--- src/rtl/simon_pkg.sv ---
// Shared definitions for the SIMON key schedule.
//   Z_SEQ      : the five 62-bit z constant sequences. Bit j of a sequence
//                (counting from its first published element) is Z_SEQ[s][61-j].
//   word_t     : default 16-bit word type.
//   ks_state_t : key-schedule FSM encoding.
//   simon_ror  : rotate-right of an n-bit word carried in a 64-bit container.
package simon_pkg;

  localparam int unsigned SIMON_N = 16;

  typedef logic [SIMON_N-1:0] word_t;

  typedef enum logic [1:0] {
    KS_IDLE   = 2'd0,
    KS_EXPAND = 2'd1,
    KS_DONE   = 2'd2
  } ks_state_t;

  localparam logic [61:0] Z_SEQ [5] = '{
    62'b11111010001001010110000111001101111101000100101011000011100110,
    62'b10001110111110010011000010110101000111011111001001100001011010,
    62'b10101111011100000011010010011000101000010001111110010110110011,
    62'b11011011101011000110010111100000010010001010011100110100001111,
    62'b11010001111001101011011000100000010111000011001010010011101111
  };

  // Rotate the low n bits of w right by amt; bits above n are returned as 0.
  function automatic logic [63:0] simon_ror(input logic [63:0] w,
                                            input int unsigned amt,
                                            input int unsigned n);
    logic [63:0] mask;
    logic [63:0] wm;
    mask = (n >= 64) ? '1 : ((64'h1 << n) - 64'h1);
    wm   = w & mask;
    return ((wm >> amt) | (wm << (n - amt))) & mask;
  endfunction

endpackage

--- src/rtl/simon_ks_round.sv ---
// One step of the SIMON key schedule, purely combinational.
//   k_im1 : k[i-1]        k_im3 : k[i-3] (only used when M == 4)
//   k_imm : k[i-M]        zbit  : z-sequence bit for this step
//   k_i   : k[i] = ~k[i-M] ^ tmp ^ zbit ^ 3
module simon_ks_round
  import simon_pkg::*;
#(
  parameter int unsigned N = 16,
  parameter int unsigned M = 4
) (
  input  logic [N-1:0] k_im1,
  input  logic [N-1:0] k_im3,
  input  logic [N-1:0] k_imm,
  input  logic         zbit,
  output logic [N-1:0] k_i
);

  logic [N-1:0] tmp;

  always_comb begin
    tmp = N'(simon_ror(64'(k_im1), 3, N));
    if (M == 4) begin
      tmp = tmp ^ k_im3;
    end
    tmp = tmp ^ N'(simon_ror(64'(tmp), 1, N));
    // ~x ^ 3 is the schedule constant 2^N-4 folded in with k[i-M].
    k_i = ~k_imm ^ tmp ^ {{(N-1){1'b0}}, zbit} ^ N'(3);
  end

endmodule

--- src/rtl/simon_key_expand.sv ---
// SIMON key expansion: captures an M-word master key on newKEY, then
// generates one round key per clock into a T-entry store, and serves
// the store through a registered read port.
//   clk       : rising-edge clock
//   nR        : asynchronous active-low reset
//   newKEY    : load KEY and (re)start expansion on this edge
//   KEY       : master key, KEY[0] = k0
//   rkADDR    : round-key read index
//   rkOUT     : registered store[rkADDR], 0 when rkADDR >= T
//   keyBUSY   : expansion in progress
//   keyREADY  : all T round keys valid, held until the next newKEY
//   state_dbg : current FSM state
// Handshake: newKEY is a one-cycle strobe with no back-pressure; it is
// accepted on every edge it is high, aborting any running expansion.
module simon_key_expand
  import simon_pkg::*;
#(
  parameter int unsigned N    = 16,
  parameter int unsigned M    = 4,
  parameter int unsigned T    = 32,
  parameter int unsigned ZSEL = 0
) (
  input  logic                clk,
  input  logic                nR,
  input  logic                newKEY,
  input  logic [M-1:0][N-1:0] KEY,
  input  logic [7:0]          rkADDR,
  output logic [N-1:0]        rkOUT,
  output logic                keyBUSY,
  output logic                keyREADY,
  output ks_state_t           state_dbg
);

  if (M < 2 || M > 4) begin : g_bad_m
    $error("simon_key_expand: M must be in 2..4");
  end
  if (T <= M || T > 255) begin : g_bad_t
    $error("simon_key_expand: T must satisfy M < T <= 255");
  end
  if (ZSEL > 4 || N > 64 || N < 4) begin : g_bad_zn
    $error("simon_key_expand: ZSEL must be 0..4 and N 4..64");
  end

  localparam int unsigned AW = $clog2(T);
  localparam int unsigned MW = $clog2(M);
  localparam logic [61:0] Z_VEC = Z_SEQ[ZSEL];

  ks_state_t    state_q, state_d;
  logic [AW-1:0] i_q, i_d;
  // (i-M) mod 62 tracked directly so no divider is needed.
  logic [5:0]   zidx_q, zidx_d;
  logic [N-1:0] store_q [T];
  logic [N-1:0] store_d [T];
  logic [N-1:0] rk_out_q, rk_out_d;

  logic [N-1:0] k_im1, k_im3, k_imm, k_new;
  logic         zbit;

  // Operand fetch for the round function. Only meaningful once i >= M,
  // which always holds while expanding; otherwise operands are parked at 0.
  always_comb begin
    k_im1 = '0;
    k_im3 = '0;
    k_imm = '0;
    if (i_q >= AW'(M)) begin
      k_im1 = store_q[i_q - AW'(1)];
      if (M == 4) begin
        k_im3 = store_q[i_q - AW'(3)];
      end
      k_imm = store_q[i_q - AW'(M)];
    end
    zbit = Z_VEC[6'd61 - zidx_q];
  end

  simon_ks_round #(
    .N(N),
    .M(M)
  ) u_round (
    .k_im1 (k_im1),
    .k_im3 (k_im3),
    .k_imm (k_imm),
    .zbit  (zbit),
    .k_i   (k_new)
  );

  always_comb begin
    state_d = state_q;
    i_d     = i_q;
    zidx_d  = zidx_q;
    store_d = store_q;
    if (newKEY) begin
      // Load wins over everything: restart from the new key this edge.
      for (int j = 0; j < M; j++) begin
        store_d[AW'(j)] = KEY[MW'(j)];
      end
      i_d     = AW'(M);
      zidx_d  = '0;
      state_d = KS_EXPAND;
    end else if (state_q == KS_EXPAND) begin
      store_d[i_q] = k_new;
      i_d          = i_q + AW'(1);
      zidx_d       = (zidx_q == 6'd61) ? 6'd0 : zidx_q + 6'd1;
      if (i_q == AW'(T - 1)) begin
        state_d = KS_DONE;
      end
    end
  end

  always_comb begin
    rk_out_d = '0;
    if ({24'b0, rkADDR} < T) begin
      rk_out_d = store_q[AW'(rkADDR)];
    end
  end

  always_ff @(posedge clk or negedge nR) begin
    if (!nR) begin
      state_q  <= KS_IDLE;
      i_q      <= '0;
      zidx_q   <= '0;
      store_q  <= '{default: '0};
      rk_out_q <= '0;
    end else begin
      state_q  <= state_d;
      i_q      <= i_d;
      zidx_q   <= zidx_d;
      store_q  <= store_d;
      rk_out_q <= rk_out_d;
    end
  end

  assign rkOUT     = rk_out_q;
  assign keyBUSY   = (state_q == KS_EXPAND);
  assign keyREADY  = (state_q == KS_DONE);
  assign state_dbg = state_q;

endmodule
--- config.mk ---
export PLATFORM = sky130hd
export DESIGN_NAME = simon_key_expand
export DESIGN_NICKNAME = d
export VERILOG_FILES = /design/src/rtl/simon_pkg.sv /design/src/rtl/simon_ks_round.sv /design/src/rtl/simon_key_expand.sv
export SDC_FILE = /design/constraint.sdc
export NUM_CORES = 2
export LEC_CHECK = 0
export BUFFER_PORTS_ARGS = -buffer_cell sky130_fd_sc_hd__buf_2
export CORE_UTILIZATION = 60
export DETAILED_ROUTE_END_ITERATION = 12
export HOLD_SLACK_MARGIN = 0.15
export PLACE_DENSITY = 0.77
export SYNTH_ARGS = -nofsm -noshare
export SYNTH_HDL_FRONTEND = slang
export SYNTH_SLANG_ARGS = --single-unit
--- constraint.sdc ---
create_clock -name clk -period 5.3 [get_ports clk]
set_input_delay 0.265 -clock clk [delete_from_list [all_inputs] [get_ports clk]]
set_output_delay 0.265 -clock clk [all_outputs]
set_load 0.03 [all_outputs]
After elaboration in Yosys (flattened, before gate mapping)
Memories as Yosys holds them, arrays and structs flattened.
Cells that the tools add are included.
Cells by class
  $add $sub $neg: 6
  order comparisons: 9
  equality and inequality tests: 4
  multiplexer cells: 30
  bitwise operators: 14
  reduce and logical (&&, ||, !) cells: 5
Operators by type and width (number)
  bitwise mux 512 bit: 1
  two-way mux 512 bit: 1
  binary-select mux 16 bit (select 5 bit): 4
  two-way mux 16 bit: 13
  demux 16 bit (select 5 bit): 1
  two-way mux 64 bit: 1
  XOR 16 bit: 3
  >= comparator 6 bit (second input constant): 5
  inverter 5 -> 6 bit: 5
  two-way mux 6 bit: 3
  inverter 16 bit: 1
  OR 13 x 16 -> 16 bit: 1
  OR 15 x 16 -> 16 bit: 1
  XOR 16 x 1 -> 16 bit: 1
  two-way mux 5 bit: 2
  less-than comparator 8 x 6 -> 1 bit (second input constant): 1
  less-than comparator 6 x 7 -> 1 bit (second input constant): 1
  adder 6 x 1 -> 6 bit (second input constant): 1
  equality test 6 bit (second input constant): 1
  less-than comparator 6 x 1 -> 1 bit (second input constant): 1
  two-way mux 2 bit: 3
  subtractor 6 bit (first input constant): 1
  adder 5 x 1 -> 5 bit (second input constant): 1
  equality test 5 bit (second input constant): 1
  other kinds (12): 14
Storage, ports and cells
  register bits after elaboration: 541
  bits in read-only memories: 64
  output and inout port bits: 20
  logic and storage cells: 105
  memories: 1
Memory list
  (name not given): words 64, width 1, read ports 1, clocked after memory_dff 0, wr ports 0, line simon_key_expand.sv:72  | zbit = Z_VEC[6'd61 - zidx_q];

Longest topological paths before layout
  word-level depth: 16
  gate-level depth with buffers: 22
  mapped depth without buffers: 11

Modules after synthesis
From an unflattened synthesis, not the netlist that was laid out.
Second synthesis, totals
  cell total of the unflattened synthesis: 2950
  area total of the unflattened synthesis: 38440.6 um^2
By module, submodules not included
  simon_key_expand: times used 1, cells an instance 2917, area an instance 37877.6 um^2
  simon_ks_round: times used 1, cells an instance 33, area an instance 563.0 um^2

Least setup slack after synthesis
No wires, ideal clock.
  path type: register -> register
  from: register i_q[1]
  to: register store_q[303] (netlist bit)
  setup time: 0.126 ns
  arrival: 4.503 ns
  data required time: 5.174 ns
  setup slack: 0.671 ns
  cell stages (with the launch flop): 21
  cell sequence: dfrtp_1 > buf_2 > buf_2 > buf_2 > buf_2 > buf_2 > inv_1 > ha_1 > buf_2 > inv_2 > buf_4 > buf_2 > nor2_1 > a22oi_1 > a21oi_1 > nor4_2 > xnor3_1 > xnor2_1 > nor2_1 > buf_4 > o21ai_2
Between the ends
  cells in the longest elaborated chain, start to end: 13
  elaborated cells on any way between the ends: 33
RTL lines
  start, declared: line simon_key_expand.sv:49  | logic [AW-1:0] i_q, i_d;
  start signal, assigned: line simon_key_expand.sv:125  | i_q <= i_d;
  subtractor 5 x 1 -> 5 bit: line simon_key_expand.sv:66  | k_im1 = store_q[i_q - AW'(1)];
  inverter 5 -> 6 bit (implied by the code): line simon_key_expand.sv:66
  binary-select mux 16 bit (select 5 bit): line simon_key_expand.sv:66
  two-way mux 16 bit (implied by the code) (2 in series): line simon_key_expand.sv:66
  two-way mux 16 bit: line simon_key_expand.sv:65  | if (i_q >= AW'(M)) begin
  OR 13 x 16 -> 16 bit: line simon_pkg.sv:35  | return ((wm >> amt) | (wm << (n - amt))) & mask;
  XOR 16 bit: line simon_ks_round.sv:23  | tmp = tmp ^ k_im3;
  OR 15 x 16 -> 16 bit: line simon_pkg.sv:35
  XOR 16 bit: line simon_ks_round.sv:25  | tmp = tmp ^ N'(simon_ror(64'(tmp), 1, N));
  XOR 16 bit: line simon_ks_round.sv:27  | k_i = ~k_imm ^ tmp ^ {{(N-1){1'b0}}, zbit} ^ N'(3);
  XOR 16 x 1 -> 16 bit: line simon_ks_round.sv:27
  bitwise mux 512 bit *: line simon_key_expand.sv:100  | store_d[i_q] = k_new;
  end signal, assigned: line simon_key_expand.sv:127  | store_q <= store_d;
  end, declared: line simon_key_expand.sv:52  | logic [N-1:0] store_q [T];
Every way passes the cells marked *; elsewhere a longest branch is shown, timed or not. The select of a mux whose other input is x is not followed.
A chain may end at the register's enable or synchronous reset.

Worst setup path after layout
  from: register i_q[1]
  to: register store_q[467] (netlist bit)
Between the ends
  cells in the longest elaborated chain, start to end: 15
  elaborated cells on any way between the ends: 35
RTL lines
  subtractor 5 x 1 -> 5 bit: line simon_key_expand.sv:66
  inverter 5 -> 6 bit (implied by the code): line simon_key_expand.sv:66
  binary-select mux 16 bit (select 5 bit): line simon_key_expand.sv:66
  two-way mux 16 bit (implied by the code) (2 in series): line simon_key_expand.sv:66
  two-way mux 16 bit: line simon_key_expand.sv:65
  OR 13 x 16 -> 16 bit: line simon_pkg.sv:35
  XOR 16 bit: line simon_ks_round.sv:23
  OR 15 x 16 -> 16 bit: line simon_pkg.sv:35
  XOR 16 bit: line simon_ks_round.sv:25
  XOR 16 bit: line simon_ks_round.sv:27
  XOR 16 x 1 -> 16 bit: line simon_ks_round.sv:27
  bitwise mux 512 bit *: line simon_key_expand.sv:100
  two-way mux 512 bit *: line simon_key_expand.sv:99  | end else if (state_q == KS_EXPAND) begin
  two-way mux 64 bit *: line simon_key_expand.sv:91  | if (newKEY) begin
Marks and branches as above.

==> out/results.txt <==
# nets final: 3130
Layout area overhead: 9.431%
Vias/cell: 7.466
Num ports: 95
Starting density of the core: 61.20%
Largest net degree at the start of global routing: 174
CP endpoint kind: flip-flop
Worst r2r src: i_q[1]
First-pass GRT wire length: 178.1 mm
Max Root-Sink Buffers: 3
Yosys warns: 0
Cell family with the largest share of critical-path delay: XOR/XNOR gates
Slowest cell on crit path: dfrtp_4
Area leader, netlist: dfrtp_1
Slew Limit Fails: 0
Flops & latches, synth: 541
Share of the synthesized area in the top cell type: 38.05%
Dpl cell area: 0.03654 mm2
Primary FF master, synth: dfrtp_1
Share of post-route cells with drive strength above 1: 26.49%
Crit path cell chain: inv_1 > ha_1 > xnor2_4 > buf_12 > buf_4 > mux4_2 > nand3_1 > nand4_1 > xor2_1 > xnor2_1 > xnor2_1 > nor2_2 > buf_4 > o21ai_0
Peak supply drop: 0.4125 mV
Crit path buf inv count: 4
Static leakage: 15.69 nW
Core ar.: 0.05814 mm2
Clk Latency, worst-skew pair: 640 ps
Die Y: 245.5 um
Achievable Freq: 216.9 MHz
# clock sinks: 541
Row count: 88
Clk slew on worst S/H paths: 60 ps
DR pass1 iterations: 6
Switching Power: 6.916 mW
WL final: 118.3 mm
Mapped cell area: 0.03558 mm2
Port Buf Inserts: 62
Sequential cell fraction of total power: 31.6%
Syn avg cell area: 11.63 um2
CP arrival: 5080 ps
Max capacitance violation total: 0
Sequential area share after synthesis: 38.05%
R2R Setup Slk: 690 ps
Final non-filler cell area: 0.03894 mm2
RR Endpoint: store_q[467]
Async set-reset flop share out of synthesis: 100.0%
Clock skew: 18.24 ps
CTS tree: done
Hold crit path type: input pin to async pin
ANT nets after route: 0
Crit Path Class: flip-flop to flip-flop
Vias: 28752
Outcome: finished clean
DPL Wire Length: 77.24 mm
CTS H-tree lvls: 2
Comb power frac: 42.0%
Worst EP required: 5770 ps
Clk pwr share: 26.3%
Worst slew margin: 17.69%
Synth area leaders: dfrtp_1 (38%), mux4_2 (28%), mux2i_1 (7.7%), o21ai_0 (4.5%), nand2_1 (4.2%)
RSZ-0062 raised after global routing: false
Initial antenna violation count: 6
Final hold violations: 0
Post-Syn Instances: 3060
Sequential Area: 0.01355 mm2
Total die area: 0.06028 mm2
Setup TNS: 0 ps
Cts bufs inserted: 58
WL per Instance: 30.73 um
Clk root buf: clkbuf_16
P_int: 9.869 mW
R2R cell count: 14
Count of different cell masters after synthesis: 59
Peak fanout along the critical path: 32
Overall Global Routing Usage: 40.12%
Post-Syn Nets: 3153
Final min period: 4611 ps
Setup violators final: 0
Worst-Margin Slew: 1233 ps
Gr ovfl total: 0
EDFF count, synth: 0
Vias in the first global route: 28241
CP max stage delay: 710 ps
Sw frac: 41.20%
Part of the cycle the worst path needs: 86.99%
# DRC: 0
Critical Path Source Type: flip-flop
Power Density: 431.1 mW/mm2
Fillers: 4067
First DRT Iteration DRCs: 4827
Final GP Congestion: 0.9969
Multi-input gate area: 0.02069 mm2
Die X: 245.5 um
==> layout make-up <==
cell class | count | share of cell area [%]
clock buffers | 83 | 4.441
multi-input cells | 2223 | 53.14
diodes | 2 | 0.01285
well taps | 765 | 2.458
repair buffers | 203 | 4.210
inverters | 10 | 0.1028
clock inverters | 24 | 0.8451
flip-flops and latches | 541 | 34.79
==> stage by stage <==
| stage | total power [mW] | hold WS [ps] | setup WS, ps | std cells | utilization [%] |
|---|---|---|---|---|---|
| finish | 16.78 | 220.4 | 689.4 | 3851 | 66.98 |
| CTS | 16.46 | 215.5 | 829.9 | 3849 | 66.97 |
| detailed placement | 12.05 | 323.0 | 848.1 | 3709 | 62.86 |
| global placement | 11.74 | 312.0 | 915.4 | 3709 | 62.86 |
| floorplan | 9.804 | -30.59 | 671.4 | 3060 | - |
| global route | 17.31 | 264.2 | 524.4 | 3849 | 66.97 |
==> cells by family after synthesis <==
group	after synthesis	share of synthesized area (%)
AO/OA/AOI/OAI	633	9.755
XOR/XNOR	60	1.691
adder cells (fa/ha/maj)	18	0.6330
buffers and inverters	296	4.265
flip-flops	541	38.05
multiplexers	749	36.86
AND/OR/NAND/NOR	763	8.745
==> synthesized netlist by cell type, types with 5 or more instances <==
cell type / number
a211oi_1: 5
a21oi_1: 169
a21oi_2: 12
a22oi_1: 49
a31oi_1: 11
a41oi_1: 5
and2_1: 8
buf_1: 19
buf_2: 64
buf_4: 30
buf_6: 14
buf_8: 6
clkbuf_1: 144
clkbuf_2: 7
dfrtp_1: 541
ha_1: 18
inv_1: 6
mux2_2: 31
mux2i_1: 272
mux4_2: 446
nand2_1: 398
nand2b_1: 6
nand3_1: 65
nand4_1: 20
nor2_1: 237
nor2b_1: 6
o21ai_0: 323
o21ai_1: 29
o21ai_2: 10
xnor2_1: 37
xor2_1: 16
==> worst register-to-register path: cells and delay by family, from the launching register on <==
kind | cells | cell delay, ps
muxes | 1 | 430
buffers and inverters | 4 | 1140
and+or+nand+nor | 3 | 420
xor gates and xnor gates | 4 | 1180
adders and majority gates | 1 | 400
AOI/OAI and AO/OA | 1 | 170
DFF | 1 | 710
==> registers in the layout, indices dropped and copies added (netlist names) <==
| register | flops |
|---|---|
| store_q | 512 |
| rkOUT | 16 |
| zidx_q | 6 |
| i_q | 5 |
| state_dbg | 2 |
==> how the worst max path moves through the flow <==
| stage | from | endpoint | slack, ps | cells past startpoint |
|---|---|---|---|---|
| floorplan | i_q[1] | store_q[303] | 670 | 20 |
| global placement | i_q[1] | store_q[307] | 920 | 14 |
| detailed placement | i_q[1] | store_q[307] | 850 | 14 |
| CTS | i_q[1] | store_q[467] | 830 | 14 |
| global route | i_q[1] | store_q[362] | 520 | 14 |
| finish | i_q[1] | store_q[467] | 690 | 14 |
==> power by group through the flow <==
stage	combinational [mW]	clock (mW)	sequential, mW
finish	7.05	4.42	5.31
global route	7.37	4.58	5.36
CTS	6.78	4.42	5.27
detailed placement	6.72	0	5.33
global placement	6.50	0	5.25
floorplan	4.68	0	5.13
==> per-layer routing <==
metal  global-route usage [%]  up-vias  share of wire (%)
met4                    19.67       10                5.9
met1                    52.54    14343                 34
li1                         -    11501                  -
met2                    59.32     2383                 45
met3                    14.55      515                 15
met5                    1.716        -               0.17
==> cell usage in the layout (no fill, tap or decap), types with 21 or more instances in the layout <==
| master | count |
|---|---|
| a21oi_1 | 166 |
| o21ai_1 | 29 |
| o21ai_0 | 323 |
| mux2i_1 | 272 |
| a22oi_1 | 49 |
| mux4_2 | 446 |
| nand3_1 | 65 |
| buf_2 | 59 |
| clkbuf_16 | 61 |
| dfrtp_1 | 538 |
| buf_4 | 95 |
| dlygate4sd3_1 | 33 |
| xnor2_1 | 32 |
| nand2_1 | 394 |
| nor2_1 | 219 |
| mux2_2 | 31 |
| nor2_2 | 21 |
==> timing repair <==
item	CTS	global route
buffers inserted	0	0
hold buffers	33	0
gates resized for setup	0	0
endpoints found under the hold margin	119	0
Note: power is estimated with default switching activity, not from simulation.
